<file path="config.mk">
export PLATFORM = sky130hd
export DESIGN_NAME = bpred_ctrl_flat
export DESIGN_NICKNAME = d
export VERILOG_FILES = /design/src/rtl/bpred_ctrl_if.sv /design/src/rtl/bpred_ctrl.sv /design/src/flat_wrapper.sv
export SDC_FILE = /design/constraint.sdc
export NUM_CORES = 1
export LEC_CHECK = 0
export CAP_MARGIN = 20
export CELL_PAD_IN_SITES_DETAIL_PLACEMENT = 0
export CELL_PAD_IN_SITES_GLOBAL_PLACEMENT = 2
export CORE_MARGIN = 2
export CORE_UTILIZATION = 37
export DETAILED_ROUTE_END_ITERATION = 10
export MAX_ROUTING_LAYER = met4
export PLACE_DENSITY_LB_ADDON = 0.2
export SKIP_CTS_REPAIR_TIMING = 1
export SYNTH_ARGS = -nofsm -noshare
export SYNTH_HDL_FRONTEND = slang
export SYNTH_SLANG_ARGS = --single-unit
</file>
<file path="constraint.sdc">
create_clock -name clk -period 16.01 [get_ports clk]
set_clock_uncertainty 0.15 [all_clocks]
set_input_delay 4.803 -clock clk [delete_from_list [all_inputs] [get_ports clk]]
set_output_delay 4.803 -clock clk [all_outputs]
set_load 0.02 [all_outputs]
</file>
<file path="src/rtl/bpred_ctrl_if.sv">
// bpred_ctrl_if: fetch-path bundle between pipeline and branch predictor.
// master = pipeline side (IF/EX/flush drivers), slave = predictor side.
interface bpred_ctrl_if;
  logic [31:0] if_pc;
  logic [31:0] if_inst;
  logic [31:0] predict_pc;
  logic        predict_taken;
  logic        ex_valid;
  logic [31:0] ex_pc;
  logic        ex_is_ctrl;
  logic        ex_taken;
  logic [31:0] ex_target;
  logic        ex_pred_taken;
  logic [31:0] ex_pred_pc;
  logic        flush_req;
  logic        redirect;
  logic [31:0] redirect_pc;
  logic        busy;
  logic [15:0] stat_branches;
  logic [15:0] stat_mispredicts;

  modport master (
    output if_pc, if_inst,
    output ex_valid, ex_pc, ex_is_ctrl, ex_taken,
    output ex_target, ex_pred_taken, ex_pred_pc,
    output flush_req,
    input  predict_pc, predict_taken,
    input  redirect, redirect_pc, busy,
    input  stat_branches, stat_mispredicts
  );

  modport slave (
    input  if_pc, if_inst,
    input  ex_valid, ex_pc, ex_is_ctrl, ex_taken,
    input  ex_target, ex_pred_taken, ex_pred_pc,
    input  flush_req,
    output predict_pc, predict_taken,
    output redirect, redirect_pc, busy,
    output stat_branches, stat_mispredicts
  );
endinterface

</file>
<file path="src/rtl/bpred_ctrl.sv">
// bpred_ctrl: direct-mapped BTB + 2-bit counters, EX update, redirect, clear walk.
// Ports: clk, rst_n (async low), bus (bpred_ctrl_if.slave). Option: BPRED_STATS_EN.
module bpred_ctrl #(
  parameter int ENTRIES = 8,
  parameter int IDX_W   = 3
) (
  input logic         clk,
  input logic         rst_n,
  bpred_ctrl_if.slave bus
);
  localparam int TAG_W = 10 - IDX_W;
  localparam logic [19:0] TEXT_HI = 20'h00400;
  localparam logic [IDX_W-1:0] LAST = IDX_W'(ENTRIES - 1);

  typedef enum logic {IDLE, CLR} state_t;

  state_t state_q, state_d;

  logic [ENTRIES-1:0] vld_q;
  logic [TAG_W-1:0]   tag_q [ENTRIES];
  logic [11:0]        tgt_q [ENTRIES];
  logic [1:0]         cnt_q [ENTRIES];
  logic [IDX_W-1:0]   ptr_q;

  logic             busy;
  logic [IDX_W-1:0] if_idx, ex_idx;
  logic             if_ctrl, if_hit, ex_hit;
  logic             upd, far;
  logic             mispred;
  logic [31:0]      fix_pc;
  logic             redir_q;
  logic [31:0]      rpc_q;
  logic             unused_bits;

  assign unused_bits = ^{bus.if_inst[31:7], bus.if_inst[1:0]};

  always_comb begin
    if_ctrl = 1'b0;
    unique case (bus.if_inst[6:2])
      5'b11000, 5'b11011, 5'b11001: if_ctrl = 1'b1;
      default: if_ctrl = 1'b0;
    endcase
  end

  assign busy     = (state_q == CLR);
  assign bus.busy = busy;

  assign if_idx = bus.if_pc[IDX_W+1:2];
  assign if_hit = if_ctrl && vld_q[if_idx]
               && tag_q[if_idx] == bus.if_pc[11:IDX_W+2]
               && bus.if_pc[31:12] == TEXT_HI
               && !busy;

  assign bus.predict_taken = if_hit && cnt_q[if_idx][1];
  assign bus.predict_pc = bus.predict_taken
                        ? {TEXT_HI, tgt_q[if_idx]}
                        : bus.if_pc + 32'd4;

  assign ex_idx = bus.ex_pc[IDX_W+1:2];
  assign ex_hit = vld_q[ex_idx]
               && tag_q[ex_idx] == bus.ex_pc[11:IDX_W+2]
               && bus.ex_pc[31:12] == TEXT_HI;

  // Flush beats a same-cycle update; updates are also dropped mid-walk.
  assign upd = bus.ex_valid && !busy && !bus.flush_req;
  // Taken targets outside the text region cannot be stored in 12 bits.
  assign far = bus.ex_taken && bus.ex_target[31:12] != TEXT_HI;

  always_comb begin
    mispred = 1'b0;
    if (bus.ex_valid) begin
      if (bus.ex_is_ctrl)
        mispred = (bus.ex_taken != bus.ex_pred_taken)
               || (bus.ex_taken && bus.ex_pred_taken
                   && bus.ex_target != bus.ex_pred_pc);
      else
        mispred = bus.ex_pred_taken;
    end
  end

  assign fix_pc = (bus.ex_is_ctrl && bus.ex_taken)
                ? bus.ex_target
                : bus.ex_pc + 32'd4;

  always_comb begin
    state_d = state_q;
    unique case (state_q)
      IDLE: if (bus.flush_req) state_d = CLR;
      CLR:  if (ptr_q == LAST) state_d = IDLE;
      default: state_d = IDLE;
    endcase
  end

  always_ff @(posedge clk or negedge rst_n) begin
    if (!rst_n) state_q <= IDLE;
    else        state_q <= state_d;
  end

  always_ff @(posedge clk or negedge rst_n) begin
    if (!rst_n) begin
      vld_q <= '0;
      ptr_q <= '0;
      for (int i = 0; i < ENTRIES; i++) begin
        tag_q[i] <= '0;
        tgt_q[i] <= '0;
        cnt_q[i] <= '0;
      end
    end else if (busy) begin
      vld_q[ptr_q] <= 1'b0;
      ptr_q <= ptr_q + 1'b1;
    end else if (bus.flush_req) begin
      ptr_q <= '0;
    end else if (upd) begin
      if (!bus.ex_is_ctrl || far) begin
        if (ex_hit) vld_q[ex_idx] <= 1'b0;
      end else if (ex_hit) begin
        if (bus.ex_taken) begin
          tgt_q[ex_idx] <= bus.ex_target[11:0];
          if (cnt_q[ex_idx] != 2'd3)
            cnt_q[ex_idx] <= cnt_q[ex_idx] + 2'd1;
        end else if (cnt_q[ex_idx] != 2'd0) begin
          cnt_q[ex_idx] <= cnt_q[ex_idx] - 2'd1;
        end
      end else if (bus.ex_taken) begin
        vld_q[ex_idx] <= 1'b1;
        tag_q[ex_idx] <= bus.ex_pc[11:IDX_W+2];
        tgt_q[ex_idx] <= bus.ex_target[11:0];
        cnt_q[ex_idx] <= 2'b10;
      end
    end
  end

  always_ff @(posedge clk or negedge rst_n) begin
    if (!rst_n) begin
      redir_q <= 1'b0;
      rpc_q   <= '0;
    end else begin
      redir_q <= mispred;
      if (mispred) rpc_q <= fix_pc;
    end
  end

  assign bus.redirect    = redir_q;
  assign bus.redirect_pc = rpc_q;

`ifdef BPRED_STATS_EN
  logic [15:0] br_q, mp_q;

  always_ff @(posedge clk or negedge rst_n) begin
    if (!rst_n) begin
      br_q <= '0;
      mp_q <= '0;
    end else begin
      if (bus.ex_valid && bus.ex_is_ctrl && br_q != 16'hFFFF)
        br_q <= br_q + 16'd1;
      if (mispred && mp_q != 16'hFFFF)
        mp_q <= mp_q + 16'd1;
    end
  end

  assign bus.stat_branches    = br_q;
  assign bus.stat_mispredicts = mp_q;
`else
  assign bus.stat_branches    = '0;
  assign bus.stat_mispredicts = '0;
`endif
endmodule

</file>
<file path="src/flat_wrapper.sv">
// flat-port wrapper written by rule: the top's interface ports become plain ports
module bpred_ctrl_flat 
#(
  parameter int ENTRIES = 8,
  parameter int IDX_W   = 3
)
  (clk, rst_n, bus_if_pc, bus_if_inst, bus_ex_valid, bus_ex_pc, bus_ex_is_ctrl, bus_ex_taken, bus_ex_target, bus_ex_pred_taken, bus_ex_pred_pc, bus_flush_req, bus_predict_pc, bus_predict_taken, bus_redirect, bus_redirect_pc, bus_busy, bus_stat_branches, bus_stat_mispredicts);
  bpred_ctrl_if bus_i ();
  input logic clk;
  input logic rst_n;
  input wire logic [$bits(bus_i.if_pc)-1:0] bus_if_pc;
  input wire logic [$bits(bus_i.if_inst)-1:0] bus_if_inst;
  input wire logic [$bits(bus_i.ex_valid)-1:0] bus_ex_valid;
  input wire logic [$bits(bus_i.ex_pc)-1:0] bus_ex_pc;
  input wire logic [$bits(bus_i.ex_is_ctrl)-1:0] bus_ex_is_ctrl;
  input wire logic [$bits(bus_i.ex_taken)-1:0] bus_ex_taken;
  input wire logic [$bits(bus_i.ex_target)-1:0] bus_ex_target;
  input wire logic [$bits(bus_i.ex_pred_taken)-1:0] bus_ex_pred_taken;
  input wire logic [$bits(bus_i.ex_pred_pc)-1:0] bus_ex_pred_pc;
  input wire logic [$bits(bus_i.flush_req)-1:0] bus_flush_req;
  output wire logic [$bits(bus_i.predict_pc)-1:0] bus_predict_pc;
  output wire logic [$bits(bus_i.predict_taken)-1:0] bus_predict_taken;
  output wire logic [$bits(bus_i.redirect)-1:0] bus_redirect;
  output wire logic [$bits(bus_i.redirect_pc)-1:0] bus_redirect_pc;
  output wire logic [$bits(bus_i.busy)-1:0] bus_busy;
  output wire logic [$bits(bus_i.stat_branches)-1:0] bus_stat_branches;
  output wire logic [$bits(bus_i.stat_mispredicts)-1:0] bus_stat_mispredicts;
  assign bus_i.if_pc = bus_if_pc;
  assign bus_i.if_inst = bus_if_inst;
  assign bus_i.ex_valid = bus_ex_valid;
  assign bus_i.ex_pc = bus_ex_pc;
  assign bus_i.ex_is_ctrl = bus_ex_is_ctrl;
  assign bus_i.ex_taken = bus_ex_taken;
  assign bus_i.ex_target = bus_ex_target;
  assign bus_i.ex_pred_taken = bus_ex_pred_taken;
  assign bus_i.ex_pred_pc = bus_ex_pred_pc;
  assign bus_i.flush_req = bus_flush_req;
  assign bus_predict_pc = bus_i.predict_pc;
  assign bus_predict_taken = bus_i.predict_taken;
  assign bus_redirect = bus_i.redirect;
  assign bus_redirect_pc = bus_i.redirect_pc;
  assign bus_busy = bus_i.busy;
  assign bus_stat_branches = bus_i.stat_branches;
  assign bus_stat_mispredicts = bus_i.stat_mispredicts;
  bpred_ctrl #(.ENTRIES(ENTRIES), .IDX_W(IDX_W)) u_core (.clk(clk), .rst_n(rst_n), .bus(bus_i));
endmodule
</file>
==> qor.yml <==
die_h_microns: 193
cp_cell_sequence: "clkdlybuf4s50_1 > inv_2 > mux2i_1 > xnor2_1 > nor4_1 > and3_1 > buf_4 > mux2i_1 > a211oi_1 > clkdlybuf4s50_1"
p_per_area_mw_per_mm2: 87.8
vias: 10100
nNetsFinal: 1524
tns_ns: 0
area_growth_pct: 24.2
fin_crit_sh: 0.853
viasPerCell: 5.52
crit_path_end_kind: "output port"
grt_max_degree: 83
ioPinCount: 266
synthArstFlopShare: 1.00
coreArea_sq_mm: 0.0353
p_leak_uw: 0.00728
avgRoutedWirePerCell_microns: 23.3
timing.slew.headroom: 0.233
reg2reg_depth: 7
maxCapViolations: 0
rsz0062_at_grt: "no"
dieArea_sq_mm: 0.0371
overflow: 0
crit_fanout: 24
grt_pass1_wl_microns: 63700
hold_violations: 0
wirelength_microns: 42700
path_clk_slew_ns: 0.05
required_ns: 11.06
synth_flop_cell: "dfrtp_1"
antenna_cells: 0
fmax_ghz: 0.0732
hp-class: "flip-flop to flip-flop"
fin_crit_ns: 13.65
drc: 0
whs_ns: 0.325
synth_edf_count: 0
ctsLongestPathBuffers: 3
crit_family: "buffers and inverters"
synth_seq_cells: 213
worstHoldPathCells: 2
synthDistinctLibCells: 67
dp_hpwl_microns: 30400
gp_congestion: 0.853
vdd.ir_drop.worst_uv: 76.1
drive_gt1_frac: 0.217
crit_path_max_incr_delay_ns: 0.67
grt_pass1_vias: 10200
numCtsBuffers: 27
syn_area_sq_mm: 0.0132
yosysWarningCount: 0
drt_iter0_markers: 715
setup_viol: 0
slowest_stage: "clkdlybuf4s50_1"
die_w_microns: 193
antenna_found_initial: 0
portBuffers: 206
netlist_instances: 1176
cp_num_buf_inv: 4
ant_nets: 0
num_rows: 69
initial_core_util: 0.373
worst_pin_slew_ns: 1.12
ys_seq_area_frac: 0.405
cts_tree: "done"
first_pass_iters: 5
status: "finished clean"
crit_type: "primary input to output port"
cts.sinks: 213
h-tree-depth: 1
drv_slew: 0
clkLatencyLatePin_ns: 0.56
cts-root-buf: "clkbuf_16"
cp.arrival_ns: 8.70
grt_usage: 0.235
cp-start-kind: "primary input"
cp.depth: 10
syn_area_per_cell_sq_um: 11.2
fill_cells: 3324
==> layout by cell type, fill, tap and decap left out, types with 19 or more instances in the layout <==
master	n
dfrtp_1	213
clkdlybuf4s50_1	202
mux2_2	156
nand2_1	88
nor2_1	56
o21ai_0	55
mux2i_1	54
xor2_1	53
xnor2_1	48
mux4_2	45
conb_1	32
clkbuf_16	27
nor4_1	26
nand3_1	26
nand4_1	24
and3_1	20
buf_4	19
==> stage by stage <==
step	setup slack (ns)	total power [uW]	util	cells	instance area (sq um)
after floorplan	3.80	717	-	1207	13300
after global routing	2.14	1500	0.463	1832	16400
after global placement	2.30	844	0.437	1780	15400
after detailed placement	2.32	844	0.437	1780	15400
final	2.36	1440	0.463	1832	16400
after CTS	2.25	1450	0.462	1830	16300
==> layout make-up <==
type	count	area [sq um]	area share
Inverter	17	63.8	0.00390
Tap cell	461	577	0.0352
Clock buffer	31	701	0.0428
Sequential cell	213	5330	0.326
Clock inverter	19	183	0.0112
Timing Repair Buffer	227	2230	0.136
Multi-Input combinational cell	864	7280	0.445
==> power breakdown <==
| part | leakage (uW) | internal [uW] | switching [uW] | total [uW] |
|---|---|---|---|---|
| sequential | 0.00289 | 558 | 23.0 | 581 |
| combinational | 0.00397 | 111 | 141 | 251 |
| clock | 0.000422 | 350 | 254 | 604 |
==> layer usage <==
metal	GRT usage	wire (microns)	vias to the layer above
met5	-	0	-
met4	0.0461	898	0
met3	0.0382	2630	55
met2	0.364	19400	321
met1	0.326	19800	5082
li1	-	-	4646
==> worst min-delay path: stages (launching register included) <==
cell	delay, ns
dfrtp_1	0.34
nand2_1	0.04
o21ai_0	0.06
==> registers in the layout, indices dropped and copies added, names as in the netlist, named ones only <==
register,flops
u_core.tgt_q,96
u_core.tag_q,56
u_core.bus.redirect_pc,32
u_core.cnt_q,16
u_core.ptr_q,3
u_core.bus.busy,1
u_core.bus.redirect,1
==> cells in the mapped netlist (all sizes together) (3+ instances only) <==
cell | number | area (sq um)
nor2b | 7 | 43.8
a211oi | 13 | 97.6
a221oi | 10 | 87.6
and2 | 8 | 51.3
nand2 | 97 | 384
a21o | 3 | 22.5
a21oi | 16 | 80.1
and4 | 6 | 52.6
nor3b | 4 | 30.0
dfrtp | 213 | 5330
a21boi | 6 | 45.0
a41oi | 5 | 43.8
inv | 17 | 63.8
nand2b | 4 | 25.0
xnor2 | 48 | 420
mux2i | 54 | 541
nor4 | 30 | 221
o21ai | 55 | 275
o31ai | 3 | 22.5
a31oi | 4 | 25.0
nand3 | 26 | 130
mux2 | 156 | 1760
ha | 7 | 87.6
nor2 | 56 | 210
xor2 | 53 | 464
buf | 59 | 413
nor3 | 17 | 118
mux4 | 54 | 1250
and3 | 20 | 125
nand4 | 24 | 150
clkbuf | 54 | 206
o2111ai | 3 | 26.3
or2 | 4 | 25.0
a22oi | 4 | 30.0
a221o | 8 | 80.1
==> cell families after synthesis <==
kind of cell | Yosys count | synth area share
other | 1 | 0.000285
multiplexers | 264 | 0.269
XOR/XNOR | 101 | 0.0671
buffers and inverters | 130 | 0.0518
adder cells (fa/ha/maj) | 7 | 0.00665
flip-flops | 213 | 0.405
AND/OR/NAND/NOR | 314 | 0.126
AO/OA/AOI/OAI | 146 | 0.0743
==> final timing paths <==
check,start,end,slack [ns]
hold / removal,u_core.bus.redirect_pc[23],u_core.bus.redirect_pc[23],0.32
min in group asynchronous,rst_n,u_core.bus.busy,4.11
hold reg to reg,u_core.bus.redirect_pc[23],u_core.bus.redirect_pc[23],0.32
setup reg to reg,u_core.tag_q[28],u_core.cnt_q[5],12.26
max in group asynchronous,rst_n,u_core.cnt_q[5],10.12
setup / recovery,bus_if_pc[4],bus_predict_pc[5],2.36
Power figures use the tool's default switching activity.
==> RTL edit 1, RTL diff (config.mk and constraints unchanged) <==
`ENTRIES` is set to 8 in 2 places; all go to 4.
--- a/src/rtl/bpred_ctrl.sv
+++ b/src/rtl/bpred_ctrl.sv
@@ -1,7 +1,7 @@
 // bpred_ctrl: direct-mapped BTB + 2-bit counters, EX update, redirect, clear walk.
 // Ports: clk, rst_n (async low), bus (bpred_ctrl_if.slave). Option: BPRED_STATS_EN.
 module bpred_ctrl #(
-  parameter int ENTRIES = 8,
+  parameter int ENTRIES = 4,
   parameter int IDX_W   = 3
 ) (
   input logic         clk,
--- a/src/flat_wrapper.sv
+++ b/src/flat_wrapper.sv
@@ -1,7 +1,7 @@
 // flat-port wrapper written by rule: the top's interface ports become plain ports
 module bpred_ctrl_flat 
 #(
-  parameter int ENTRIES = 8,
+  parameter int ENTRIES = 4,
   parameter int IDX_W   = 3
 )
   (clk, rst_n, bus_if_pc, bus_if_inst, bus_ex_valid, bus_ex_pc, bus_ex_is_ctrl, bus_ex_taken, bus_ex_target, bus_ex_pred_taken, bus_ex_pred_pc, bus_flush_req, bus_predict_pc, bus_predict_taken, bus_redirect, bus_redirect_pc, bus_busy, bus_stat_branches, bus_stat_mispredicts);
Formal check against the unedited RTL: not equivalent (Yosys sat finds a counterexample within 4 cycles, from zero or initial values and one cycle with rst_n low).
==> RTL edit 1 against the original RTL <==
- total power down 28%
- sequential cell count down 88
- synthesized cell count down 32%
- global-route usage down 1.1 points
- clock power down 36%
- first-iteration DRC count down 63%
- routed wire length down 40%
- via count down 33%
- final area down 32%
- largest cell class unchanged
- area after synthesis down 36%
- worst setup slack better by 0.15 ns
- critical path type unchanged
==> RTL edit 1: results (changes against the original RTL) <==
set qor(vias) 6737 ;# was 10,104
set qor(drive_gt1_share_pct) 19.8 ;# was 21.7%
set qor(finalWirelength_um) 25400 ;# was 42,700 um
set qor(regToRegStartpoint) {u_core.bus.busy$_DFF_PN0_} ;# was u_core.tag_q[28]$_DFFE_PN0P_
set qor(clock_latency_of_the_later_clocked_register_in_the_worst_skew_pair_ns) 0.43 ;# was 0.56 ns
set qor(synth_cell_type_count) 47 ;# was 67
set qor(outcome) {finished, final reports clean} ;# unchanged
set qor(path_max_fanout) 23 ;# was 24
set qor(dp_worst_setup_slack_ns) 2.22 ;# was 2.32 ns
set qor(worst-endpoint-arrival_ns) 8.55 ;# was 8.70 ns
set qor(synth-seq-area-share_pct) 37.2 ;# was 40.5%
set qor(groute.usage.overall_pct) 22.4 ;# was 23.5%
set qor(htree_num_levels) 4 ;# was 1
set qor(drt_pre_antenna_iters) 4 ;# was 5
set qor(ctsLongestPathBuffers) 2 ;# was 3
set qor(largest_register_ffs) 48 ;# was 96
set qor(grt_start_max_net_pins) 71 ;# was 83
set qor(cellLeakagePower_uw) 0.00456 ;# was 0.00728 uW
set qor(post_synth_main_area_contributors) {sky130_fd_sc_hd__dfrtp_1 (37%), sky130_fd_sc_hd__mux2_2 (16%), sky130_fd_sc_hd__mux4_2 (7.8%), sky130_fd_sc_hd__xnor2_1 (5.9%), sky130_fd_sc_hd__xor2_1 (4.6%)} ;# was sky130_fd_sc_hd__dfrtp_1 (40%), sky130_fd_sc_hd__mux2_2 (13%), sky130_fd_sc_hd__mux4_2 (7.7%), sky130_fd_sc_hd__mux2i_1 (4.1%), sky130_fd_sc_hd__xor2_1 (3.5%)
set qor(grt_pass1_vias) 7056 ;# was 10,156
set qor(grt_pass1_wl_um) 39800 ;# was 63,700 um
set qor(cts_bufs_inserted) 17 ;# was 27
set qor(final_net_count) 1166 ;# was 1,524
set qor(slew_headroom_pct) 33.8 ;# was 23.3%
set qor(place.detailed.hpwl_um) 19400 ;# was 30,400 um
RTL edit 1: cell types whose count changed after synthesis, sizes merged, moves of 10 or more:
cell,before,now
a21oi,16,4
nor2,56,20
o21ai,55,39
xnor2,48,59
mux2i,54,0
clkbuf,54,35
buf,59,37
a211oi,13,2
a221oi,10,0
mux4,54,29
dfrtp,213,125
and3,20,8
mux2,156,123
RTL edit 1: cell families (layout without fill, tap and decap cells):
logic type	Yosys count	count (layout)	share of synthesized area, %
XOR/XNOR	103	103	10.9
adder cells (fa/ha/maj)	14	14	2.08
buffers and inverters	92	264	5.65
flip-flops	125	125	37.2
other	1	32	0.0445
AND/OR/NAND/NOR	245	245	15.1
multiplexers	152	152	24.2
AO/OA/AOI/OAI	62	62	4.86
RTL edit 1: per-layer routing:
metal / wire length [um] / GRT usage, %
met5: 0 / -
met4: 379 / 6.39
met3: 1390 / 4.79
met2: 12000 / 35.4
met1: 11700 / 29.1
RTL edit 1: worst paths after layout:
kind / end / slack (ns) / cells past startpoint
setup reg to reg: u_core.tag_q[14]$_DFFE_PN0P_ / 12.12 / 6
setup / recovery: bus_predict_pc[2] / 2.50 / 9
hold / removal: u_core.cnt_q[4]$_DFFE_PN0P_ / 0.33 / 1
hold reg to reg: u_core.cnt_q[4]$_DFFE_PN0P_ / 0.33 / 1
max in group asynchronous: u_core.tag_q[6]$_DFFE_PN0P_ / 10.04 / 2
min in group asynchronous: u_core.ptr_q[1]$_DFFE_PN0P_ / 4.30 / 1
RTL edit 1: where the power goes:
part / leakage (uW) / internal, uW / switching, uW / total (uW)
clock: 0.000277 / 234 / 154 / 387
sequential: 0.00164 / 352 / 28.0 / 380
combinational: 0.00264 / 137 / 133 / 270
total: 0.00456 / 723 / 315 / 1040
RTL edit 1: final cells by class:
class                   instances  area [um2]
inverters                      20        75.1
clock inverters                12         136
fillers                      2122       11300
repair buffers                213        2110
well taps                     285         357
clock buffers                  19         443
flip-flops and latches        125        3130
multi-input cells             608        4950
RTL edit 1: through the flow:
stage	power [uW]	util (%)
global placement	655	47.2
global route	1090	49.8
finish	1040	49.8
detailed placement	657	47.2
floorplan	527	-
CTS	1050	49.7
==> RTL edit 2, RTL diff (same settings) <==
Made on the original files. Register the output `bus.predict_pc`; this adds one clock of latency there.
--- a/src/rtl/bpred_ctrl.sv
+++ b/src/rtl/bpred_ctrl.sv
@@ -52,9 +52,9 @@
                && !busy;
 
   assign bus.predict_taken = if_hit && cnt_q[if_idx][1];
-  assign bus.predict_pc = bus.predict_taken
-                        ? {TEXT_HI, tgt_q[if_idx]}
-                        : bus.if_pc + 32'd4;
+  always_ff @(posedge clk) begin
+    bus.predict_pc <= bus.predict_taken ? {TEXT_HI, tgt_q[if_idx]} : bus.if_pc + 32'd4;
+  end
 
   assign ex_idx = bus.ex_pc[IDX_W+1:2];
   assign ex_hit = vld_q[ex_idx]
Behaviour: not the same (a bounded check fails within 4 cycles, from zero or initial values and one cycle with rst_n low).
==> RTL edit 2 against the original RTL <==
- total power increased by 9.4%
- fmax grew 2.4%
- synthesized cell count is 4.1% lower
- sequential cell count increased by 32
- highest routed layer unchanged
- final area grew 1.3%
- area after synthesis increased by 0.87%
- combinational power fell by 3%
- worst setup slack better by 0.32 ns
- routed wire length decreased by 4.2%
==> RTL edit 2: results (changes against the original RTL) <==
set qor(outcome) {finished, final reports clean} ;# unchanged
set qor(drive_gt1_share_pct) 21.9 ;# was 21.7%
set qor(holdWs_ns) 0.327 ;# was 0.325 ns
set qor(hold_start) {u_core.bus.redirect_pc[24]$_DFFE_PN0P_} ;# was u_core.bus.redirect_pc[23]$_DFFE_PN0P_
set qor(max-vdd-ir-drop_v) 0.0000803 ;# was 0.0000761 V
set qor(holdPathEnd) {u_core.bus.redirect_pc[24]$_DFFE_PN0P_} ;# was u_core.bus.redirect_pc[23]$_DFFE_PN0P_
set qor(post_synth_mux_area_share_pct) 25.8 ;# was 26.9%
set qor(synth_cell_type_count) 62 ;# was 67
set qor(groute.usage.overall_pct) 22.3 ;# was 23.5%
set qor(yosys.area_share.xor_xnor_pct) 6.46 ;# was 6.71%
set qor(finalWirelength_um) 40900 ;# was 42,700 um
set qor(synth-seq-area-share_pct) 44.9 ;# was 40.5%
set qor(path_max_fanout) 34 ;# was 24
set qor(synth-compound-area-share_pct) 6.95 ;# was 7.43%
set qor(timing.critical_path.from) {bus_if_pc[2]} ;# was bus_if_pc[4]
set qor(number_of_cells_on_the_worst_reg_to_reg_path) 6 ;# was 7
set qor(worst-r2r-setup-slack_ns) 12.57 ;# was 12.26 ns
set qor(timing.critical_path.slowest_cell_delay_ns) 0.64 ;# was 0.67 ns
set qor(regToRegStartpoint) {u_core.bus.busy$_DFF_PN0_} ;# was u_core.tag_q[28]$_DFFE_PN0P_
set qor(dp_worst_setup_slack_ns) 2.55 ;# was 2.32 ns
set qor(grt_pass1_wl_um) 62000 ;# was 63,700 um
set qor(crit_slowest_cell) {sky130_fd_sc_hd__or3_1} ;# was sky130_fd_sc_hd__clkdlybuf4s50_1
set qor(async_set_or_reset_register_ratio_after_synthesis_pct) 86.9 ;# was 100%
set qor(grt_start_max_net_pins) 85 ;# was 83
set qor(cellLeakagePower_uw) 0.00737 ;# was 0.00728 uW
set qor(post_synth_main_area_contributors) {sky130_fd_sc_hd__dfrtp_1 (40%), sky130_fd_sc_hd__mux2_2 (13%), sky130_fd_sc_hd__mux4_2 (8.1%), sky130_fd_sc_hd__dfxtp_1 (4.8%), sky130_fd_sc_hd__xor2_1 (4.3%)} ;# was sky130_fd_sc_hd__dfrtp_1 (40%), sky130_fd_sc_hd__mux2_2 (13%), sky130_fd_sc_hd__mux4_2 (7.7%), sky130_fd_sc_hd__mux2i_1 (4.1%), sky130_fd_sc_hd__xor2_1 (3.5%)
RTL edit 2: through the flow:
step,cells,instance area (um2)
detailed placement,1742,15600
CTS,1795,16600
global placement,1742,15600
global route,1797,16600
floorplan,1159,13400
finish,1797,16600
RTL edit 2: cell type report:
type | count | area [um2]
well taps | 461 | 577
flip-flops and latches | 245 | 5970
inverters | 24 | 90.1
fillers | 3275 | 18900
clock buffers | 45 | 866
multi-input cells | 786 | 6760
clock inverters | 8 | 97.6
repair buffers | 228 | 2230
RTL edit 2: worst max-delay path by stage:
stage | end | slack, ns | cells past startpoint
3_3_place_gp | bus_predict_taken | 2.57 | 9
5_1_grt | bus_predict_taken | 2.37 | 9
6_report | bus_predict_taken | 2.68 | 9
3_5_place_dp | bus_predict_taken | 2.55 | 9
4_1_cts | bus_predict_taken | 2.54 | 9
2_1_floorplan | bus_predict_taken | 4.23 | 9
RTL edit 2: cell families (layout without fill, tap and decap cells):
| family | after synthesis | count (layout) |
|---|---|---|
| adder cells (fa/ha/maj) | 7 | 7 |
| other | 1 | 32 |
| AND/OR/NAND/NOR | 255 | 255 |
| flip-flops | 245 | 245 |
| multiplexers | 257 | 257 |
| XOR/XNOR | 98 | 98 |
| AO/OA/AOI/OAI | 137 | 137 |
| buffers and inverters | 128 | 305 |
RTL edit 2: report_power, final:
part / internal [uW] / switching [uW] / leakage [uW]
clock: 402 / 263 / 0.000476
combinational: 106 / 137 / 0.00375
sequential: 642 / 21.0 / 0.00314
total: 1150 / 422 / 0.00737
RTL edit 2: routing by layer:
metal	share of wire [%]	vias to the layer above	routed length (um)	global-route usage, %
li1	-	4411	-	-
met2	48	232	19500	35.7
met5	0	-	0	-
met4	2.1	0	849	4.69
met1	46	4749	18800	30.4
met3	4.3	52	1760	3.16
